File: config.mk
export PLATFORM = sky130hd
export DESIGN_NAME = iob_counter_seq_flat
export DESIGN_NICKNAME = d
export VERILOG_FILES = /design/src/rtl/iob_counter_seq_if.sv /design/src/rtl/iob_counter_seq.sv /design/src/flat_wrapper.sv
export SDC_FILE = /design/constraint.sdc
export NUM_CORES = 1
export LEC_CHECK = 0
export CAP_MARGIN = 20
export CORE_ASPECT_RATIO = 2
export CORE_UTILIZATION = 55
export DETAILED_ROUTE_END_ITERATION = 10
export DONT_BUFFER_PORTS = 1
export GPL_ROUTABILITY_DRIVEN = 1
export PLACE_DENSITY = 0.7
export SYNTH_ARGS = -nofsm -noshare
export SYNTH_HDL_FRONTEND = slang
export SYNTH_SLANG_ARGS = --single-unit
File: constraint.sdc
create_clock -name clk_i -period 4.85 [get_ports clk_i]
set_input_delay 0.97 -clock clk_i [delete_from_list [all_inputs] [get_ports clk_i]]
set_output_delay 0.97 -clock clk_i [all_outputs]
set_load 0.05 [all_outputs]
File: src/rtl/iob_counter_seq_if.sv
// Control/status bundle between a counter sequencer and its environment.
// The slave side is the sequencer; the master side drives requests and the counter value.
interface iob_counter_seq_if #(
    parameter int DATA_W = 32,
    parameter int REP_W  = 16
);
    logic              cke_i;
    logic              start_i;
    logic              stop_i;
    logic [DATA_W-1:0] start_val_i;
    logic [DATA_W-1:0] end_val_i;
    logic [REP_W-1:0]  repeat_i;
    logic [DATA_W-1:0] cnt_i;
    logic              cnt_en_o;
    logic              cnt_ld_o;
    logic [DATA_W-1:0] cnt_ld_val_o;
    logic              busy_o;
    logic              wrap_o;
    logic              done_o;
    logic [REP_W-1:0]  pass_o;

    modport master (
        output cke_i, start_i, stop_i, start_val_i, end_val_i, repeat_i, cnt_i,
        input  cnt_en_o, cnt_ld_o, cnt_ld_val_o, busy_o, wrap_o, done_o, pass_o
    );

    modport slave (
        input  cke_i, start_i, stop_i, start_val_i, end_val_i, repeat_i, cnt_i,
        output cnt_en_o, cnt_ld_o, cnt_ld_val_o, busy_o, wrap_o, done_o, pass_o
    );
endinterface

File: src/rtl/iob_counter_seq.sv
// Sequencer driving a loadable up-counter through start..end passes, with
// optional repeat count, abort, and pass/terminal/done reporting.
module iob_counter_seq #(
    parameter int DATA_W = 32,
    parameter int REP_W  = 16
) (
    input logic              clk_i,
    input logic              rst_n_i,
    iob_counter_seq_if.slave bus
);
    typedef enum logic [1:0] {
        S_IDLE = 2'd0,
        S_LOAD = 2'd1,
        S_RUN  = 2'd2,
        S_DONE = 2'd3
    } state_t;

    state_t            state_q, state_d;
    logic [DATA_W-1:0] start_val_q, start_val_d;
    logic [DATA_W-1:0] end_val_q, end_val_d;
    logic [REP_W-1:0]  repeat_q, repeat_d;
    logic [REP_W-1:0]  pass_q, pass_d;
    logic              busy_q, busy_d;

    logic cnt_en, cnt_ld, wrap, done;
    logic terminal, last_pass;

    assign terminal  = (bus.cnt_i == end_val_q);
    // repeat of zero means the pass count is never exhausted
    assign last_pass = (repeat_q != '0) && (pass_q == repeat_q - REP_W'(1));

    always_comb begin
        state_d     = state_q;
        start_val_d = start_val_q;
        end_val_d   = end_val_q;
        repeat_d    = repeat_q;
        pass_d      = pass_q;
        cnt_en      = 1'b0;
        cnt_ld      = 1'b0;
        wrap        = 1'b0;
        done        = 1'b0;
        case (state_q)
            S_IDLE: begin
                if (bus.start_i) begin
                    start_val_d = bus.start_val_i;
                    end_val_d   = bus.end_val_i;
                    repeat_d    = bus.repeat_i;
                    pass_d      = '0;
                    state_d     = S_LOAD;
                end
            end
            S_LOAD: begin
                if (bus.stop_i) begin
                    state_d = S_IDLE;
                end else begin
                    cnt_en  = 1'b1;
                    cnt_ld  = 1'b1;
                    state_d = S_RUN;
                end
            end
            S_RUN: begin
                if (bus.stop_i) begin
                    state_d = S_IDLE;
                end else begin
                    cnt_en = 1'b1;
                    if (terminal) begin
                        wrap   = 1'b1;
                        pass_d = pass_q + REP_W'(1);
                        if (last_pass) begin
                            cnt_en  = 1'b0;
                            state_d = S_DONE;
                        end else begin
                            // reload on the terminal cycle so passes run back to back
                            cnt_ld = 1'b1;
                        end
                    end
                end
            end
            S_DONE: begin
                done    = 1'b1;
                state_d = S_IDLE;
            end
            default: state_d = S_IDLE;
        endcase
        busy_d = (state_d == S_LOAD) || (state_d == S_RUN);
    end

    always_ff @(posedge clk_i) begin
        if (!rst_n_i) begin
            state_q     <= S_IDLE;
            start_val_q <= '0;
            end_val_q   <= '0;
            repeat_q    <= '0;
            pass_q      <= '0;
            busy_q      <= 1'b0;
        end else if (bus.cke_i) begin
            state_q     <= state_d;
            start_val_q <= start_val_d;
            end_val_q   <= end_val_d;
            repeat_q    <= repeat_d;
            pass_q      <= pass_d;
            busy_q      <= busy_d;
        end
    end

    assign bus.cnt_en_o     = cnt_en;
    assign bus.cnt_ld_o     = cnt_ld;
    assign bus.cnt_ld_val_o = start_val_q;
    assign bus.busy_o       = busy_q;
    assign bus.wrap_o       = wrap;
    assign bus.done_o       = done;
    assign bus.pass_o       = pass_q;
endmodule

File: src/flat_wrapper.sv
// flat-port wrapper written by rule: the top's interface ports become plain ports
module iob_counter_seq_flat 
#(
    parameter int DATA_W = 32,
    parameter int REP_W  = 16
)
  (clk_i, rst_n_i, bus_cke_i, bus_start_i, bus_stop_i, bus_start_val_i, bus_end_val_i, bus_repeat_i, bus_cnt_i, bus_cnt_en_o, bus_cnt_ld_o, bus_cnt_ld_val_o, bus_busy_o, bus_wrap_o, bus_done_o, bus_pass_o);
  iob_counter_seq_if #(.DATA_W(DATA_W), .REP_W(REP_W)) bus_i ();
  input logic clk_i;
  input logic rst_n_i;
  input wire logic [$bits(bus_i.cke_i)-1:0] bus_cke_i;
  input wire logic [$bits(bus_i.start_i)-1:0] bus_start_i;
  input wire logic [$bits(bus_i.stop_i)-1:0] bus_stop_i;
  input wire logic [$bits(bus_i.start_val_i)-1:0] bus_start_val_i;
  input wire logic [$bits(bus_i.end_val_i)-1:0] bus_end_val_i;
  input wire logic [$bits(bus_i.repeat_i)-1:0] bus_repeat_i;
  input wire logic [$bits(bus_i.cnt_i)-1:0] bus_cnt_i;
  output wire logic [$bits(bus_i.cnt_en_o)-1:0] bus_cnt_en_o;
  output wire logic [$bits(bus_i.cnt_ld_o)-1:0] bus_cnt_ld_o;
  output wire logic [$bits(bus_i.cnt_ld_val_o)-1:0] bus_cnt_ld_val_o;
  output wire logic [$bits(bus_i.busy_o)-1:0] bus_busy_o;
  output wire logic [$bits(bus_i.wrap_o)-1:0] bus_wrap_o;
  output wire logic [$bits(bus_i.done_o)-1:0] bus_done_o;
  output wire logic [$bits(bus_i.pass_o)-1:0] bus_pass_o;
  assign bus_i.cke_i = bus_cke_i;
  assign bus_i.start_i = bus_start_i;
  assign bus_i.stop_i = bus_stop_i;
  assign bus_i.start_val_i = bus_start_val_i;
  assign bus_i.end_val_i = bus_end_val_i;
  assign bus_i.repeat_i = bus_repeat_i;
  assign bus_i.cnt_i = bus_cnt_i;
  assign bus_cnt_en_o = bus_i.cnt_en_o;
  assign bus_cnt_ld_o = bus_i.cnt_ld_o;
  assign bus_cnt_ld_val_o = bus_i.cnt_ld_val_o;
  assign bus_busy_o = bus_i.busy_o;
  assign bus_wrap_o = bus_i.wrap_o;
  assign bus_done_o = bus_i.done_o;
  assign bus_pass_o = bus_i.pass_o;
  iob_counter_seq #(.DATA_W(DATA_W), .REP_W(REP_W)) u_core (.clk_i(clk_i), .rst_n_i(rst_n_i), .bus(bus_i));
endmodule
==> flow_metrics.tcl <==
set metrics [dict create \
    htreeDepth 3 \
    clock_latency_ns 0.34 \
    syn_to_final_growth_pct 6.71 \
    endpoint_kind "output pin" \
    slowest_delay_ns 0.68 \
    antenna_found_initial 0 \
    grt_max_degree 86 \
    fin_skew_ns 0.00680 \
    ys_seq_elements 99 \
    irDropWorstVdd_mv 0.291 \
    die_w_um 68.9 \
    worstHoldEndpoint "u_core.end_val_q[19]" \
    crit_path_max_fanout 6 \
    start_util_pct 56.9 \
    cellLeakagePower_uw 0.00194 \
    nets 704 \
    worstMarginPinSlew_ns 0.996 \
    drcViolationCount 0 \
    cap_violations 0 \
    avgSynthCellArea_um2 8.28 \
    synthArstFlopShare_pct 0 \
    path_class "reg -> out" \
    numCtsBuffers 9 \
    wl_per_cell_um 17.2 \
    fmax_mhz 254 \
    portBuffers 0 \
    status "finished, final reports clean" \
    rr_startpoint "u_core.end_val_q[17]" \
    layout_common_cells "176 x nand2_1, 99 x dfxtp_1, 81 x a21boi_0" \
    synth_cell_types 51 \
    num_rows 48 \
    synthesis.area_mm2 0.00492 \
    clock-sinks 99 \
    required_ns 3.88 \
    reg2reg_slack_ns 2.04 \
    reg2regPathDepth 9 \
    hold_viol_final 0 \
    grt_remaining_overflow 0 \
    io_pins 170 \
    final_cell_area_mm2 0.00525 \
    yosysWarnings 0 \
    coreArea_mm2 0.00865 \
    finalCriticalPeriod_ns 3.94 \
    firstDrtPassIters 4 \
    drive_above_1_share_pct 5.97 \
    grtUsageTotal_pct 25.9 \
    p_total_uw 1790 \
    drtIter0Drc 194 \
    hold_class "reg -> reg" \
    final_common_cell "nand2_1" \
    cp-start-kind "flip-flop" \
    post_cts_resized 0 \
    synth_enable_flop_cells 0 \
    p_per_area_mw_per_mm2 342 \
    seq_area_frac_synth_pct 40.3 \
    crit_arrival_ns 2.97 \
    crit_chain "inv_1 -> ha_1 -> nor2b_1 -> and3_1 -> a211o_1 -> nand2_1 -> and4bb_1 -> nand3_1 -> a21oi_1 -> nor3b_2" \
    via_count 3987 \
    fillCellCount 784 \
    path_clk_slew_ns 0.07 \
    die_area_mm2 0.00935 \
    rsz0062_at_grt "false" \
    dp_hpwl_um 8700 \
    synth_cells 594 \
    cp-startpoint "u_core.repeat_q[0]" \
    max_slew_margin_pct 33.6 \
    placed_cells 670 \
    synth_ff_type "dfxtp_1" \
    holdPathStages 2 \
    wl_um 11800 \
    postRouteAntennaNets 0 \
    setup_viol 0 \
    reg2reg_to "u_core.bus.pass_o[15]" \
    antenna_cells 0 \
    synth_nets 717 \
    cts_tree "done" \
    fin_crit_sh_pct 81.3 \
    crit_family "simple AND/OR/NAND/NOR gates" \
    placed_area_mm2 0.00497 \
    min_from "u_core.end_val_q[19]" \
    maxSlewViolCount 0 \
    cts_root_buf "clkbuf_16" \
    tns_ns 0 \
    stdcell_count 686 \
    routabilityCongestion 0.861 \
    clockBufferDepth 2 \
    grt_pass1_wl_um 18000 \
    detail_route.vias_per_cell 5.81 \
    post_cts_buffers 0 \
    crit_slowest_cell "nor3b_2" \
    cp.buffers_inverters 1 \
    grt_pass1_vias 3948 \
    ctsHoldBuffers 0 \
    die_h_um 136 \
]
## registers in the layout, summed over array words and instances, names as in the netlist
name                     count
u_core.end_val_q            32
u_core.bus.busy_o            1
u_core.bus.pass_o           16
u_core.repeat_q             16
u_core.bus.cnt_ld_val_o     32
u_core.state_q               2
## kinds of logic (layout without fill, tap and decap cells)
| family | after synthesis | in the layout | synth area share [%] |
|---|---|---|---|
| simple gates | 273 | 273 | 26.1 |
| compound gates | 107 | 107 | 16.2 |
| flops | 99 | 99 | 40.3 |
| xor+xnor | 66 | 66 | 11.7 |
| buf+inv | 39 | 31 | 3.41 |
| fa+ha+maj | 6 | 6 | 1.53 |
| mux | 4 | 4 | 0.814 |
## worst max-delay path by stage
| stage | end | slack [ns] | cells past startpoint |
|---|---|---|---|
| after floorplan | bus_cnt_ld_o | 0.36 | 6 |
| after global placement | bus_cnt_ld_o | 1.12 | 8 |
| after detailed placement | bus_cnt_en_o | 1.06 | 7 |
| after CTS | bus_cnt_en_o | 0.90 | 7 |
| after global routing | bus_cnt_en_o | 0.74 | 8 |
| final | bus_cnt_en_o | 0.91 | 10 |
## layout make-up
| class | count | area [um2] | area share, % |
|---|---|---|---|
| Inverter | 8 | 30.0 | 0.572 |
| Timing Repair Buffer | 7 | 52.6 | 1.00 |
| Multi-Input combinational cell | 456 | 2780 | 53.0 |
| Clock buffer | 10 | 229 | 4.36 |
| Tap cell | 100 | 125 | 2.38 |
| Clock inverter | 6 | 50.0 | 0.953 |
| Sequential cell | 99 | 1980 | 37.7 |
## through the flow
step                utilization (%)  setup WS, ns  hold WS [ns]
global placement               57.5          1.12         0.461
CTS                            60.7         0.901         0.479
finish                         60.7         0.907         0.474
global route                   60.7         0.740         0.491
detailed placement             57.5          1.06         0.471
floorplan                         -         0.365         0.455
## worst register-to-register path, delay by kind of cell, from the launching register on
kind | cells | cell delay [ns]
compound gates | 1 | 0.20
simple gates | 5 | 1.57
xor+xnor | 2 | 0.36
buf+inv | 1 | 0.26
flops | 1 | 0.32
## report_power, final
part	switching [uW]	total, uW	internal [uW]
logic	104	188	84.5
registers	82.7	930	848
clock network	320	675	354
## routing by layer
| layer | up-vias | global-route usage, % | part of all wire, % |
|---|---|---|---|
| li1 | 1964 | - | - |
| met1 | 1821 | 26.4 | 36 |
| met2 | 163 | 45.3 | 54 |
| met3 | 39 | 6.31 | 6.3 |
| met4 | 0 | 15.1 | 4.5 |
| met5 | - | 0 | 0 |
## cell usage after synthesis (2+ instances only)
cell type	n	area, um2
ha_1	6	75.1
a22oi_1	2	15.0
or3_1	3	18.8
o21ai_0	5	25.0
a211o_1	2	17.5
nor4_1	15	93.8
clkbuf_1	26	97.6
nand2b_1	2	12.5
xor2_1	40	350
buf_2	2	10.0
mux2i_1	4	40.0
inv_1	8	30.0
xnor2_1	26	228
o21ai_1	2	10.0
nand4b_1	2	17.5
nor3_1	10	50.1
nand4_1	5	31.3
buf_6	2	22.5
nor3b_1	2	15.0
nor2b_1	5	31.3
nor4_4	3	63.8
nand3b_1	3	22.5
dfxtp_1	99	1980
and3_1	3	18.8
nand2_1	176	661
nor2_1	24	90.1
a21oi_1	4	20.0
and2_1	2	12.5
nand3_1	8	40.0
a21boi_0	82	616
(Power assumes the default switching activity.)
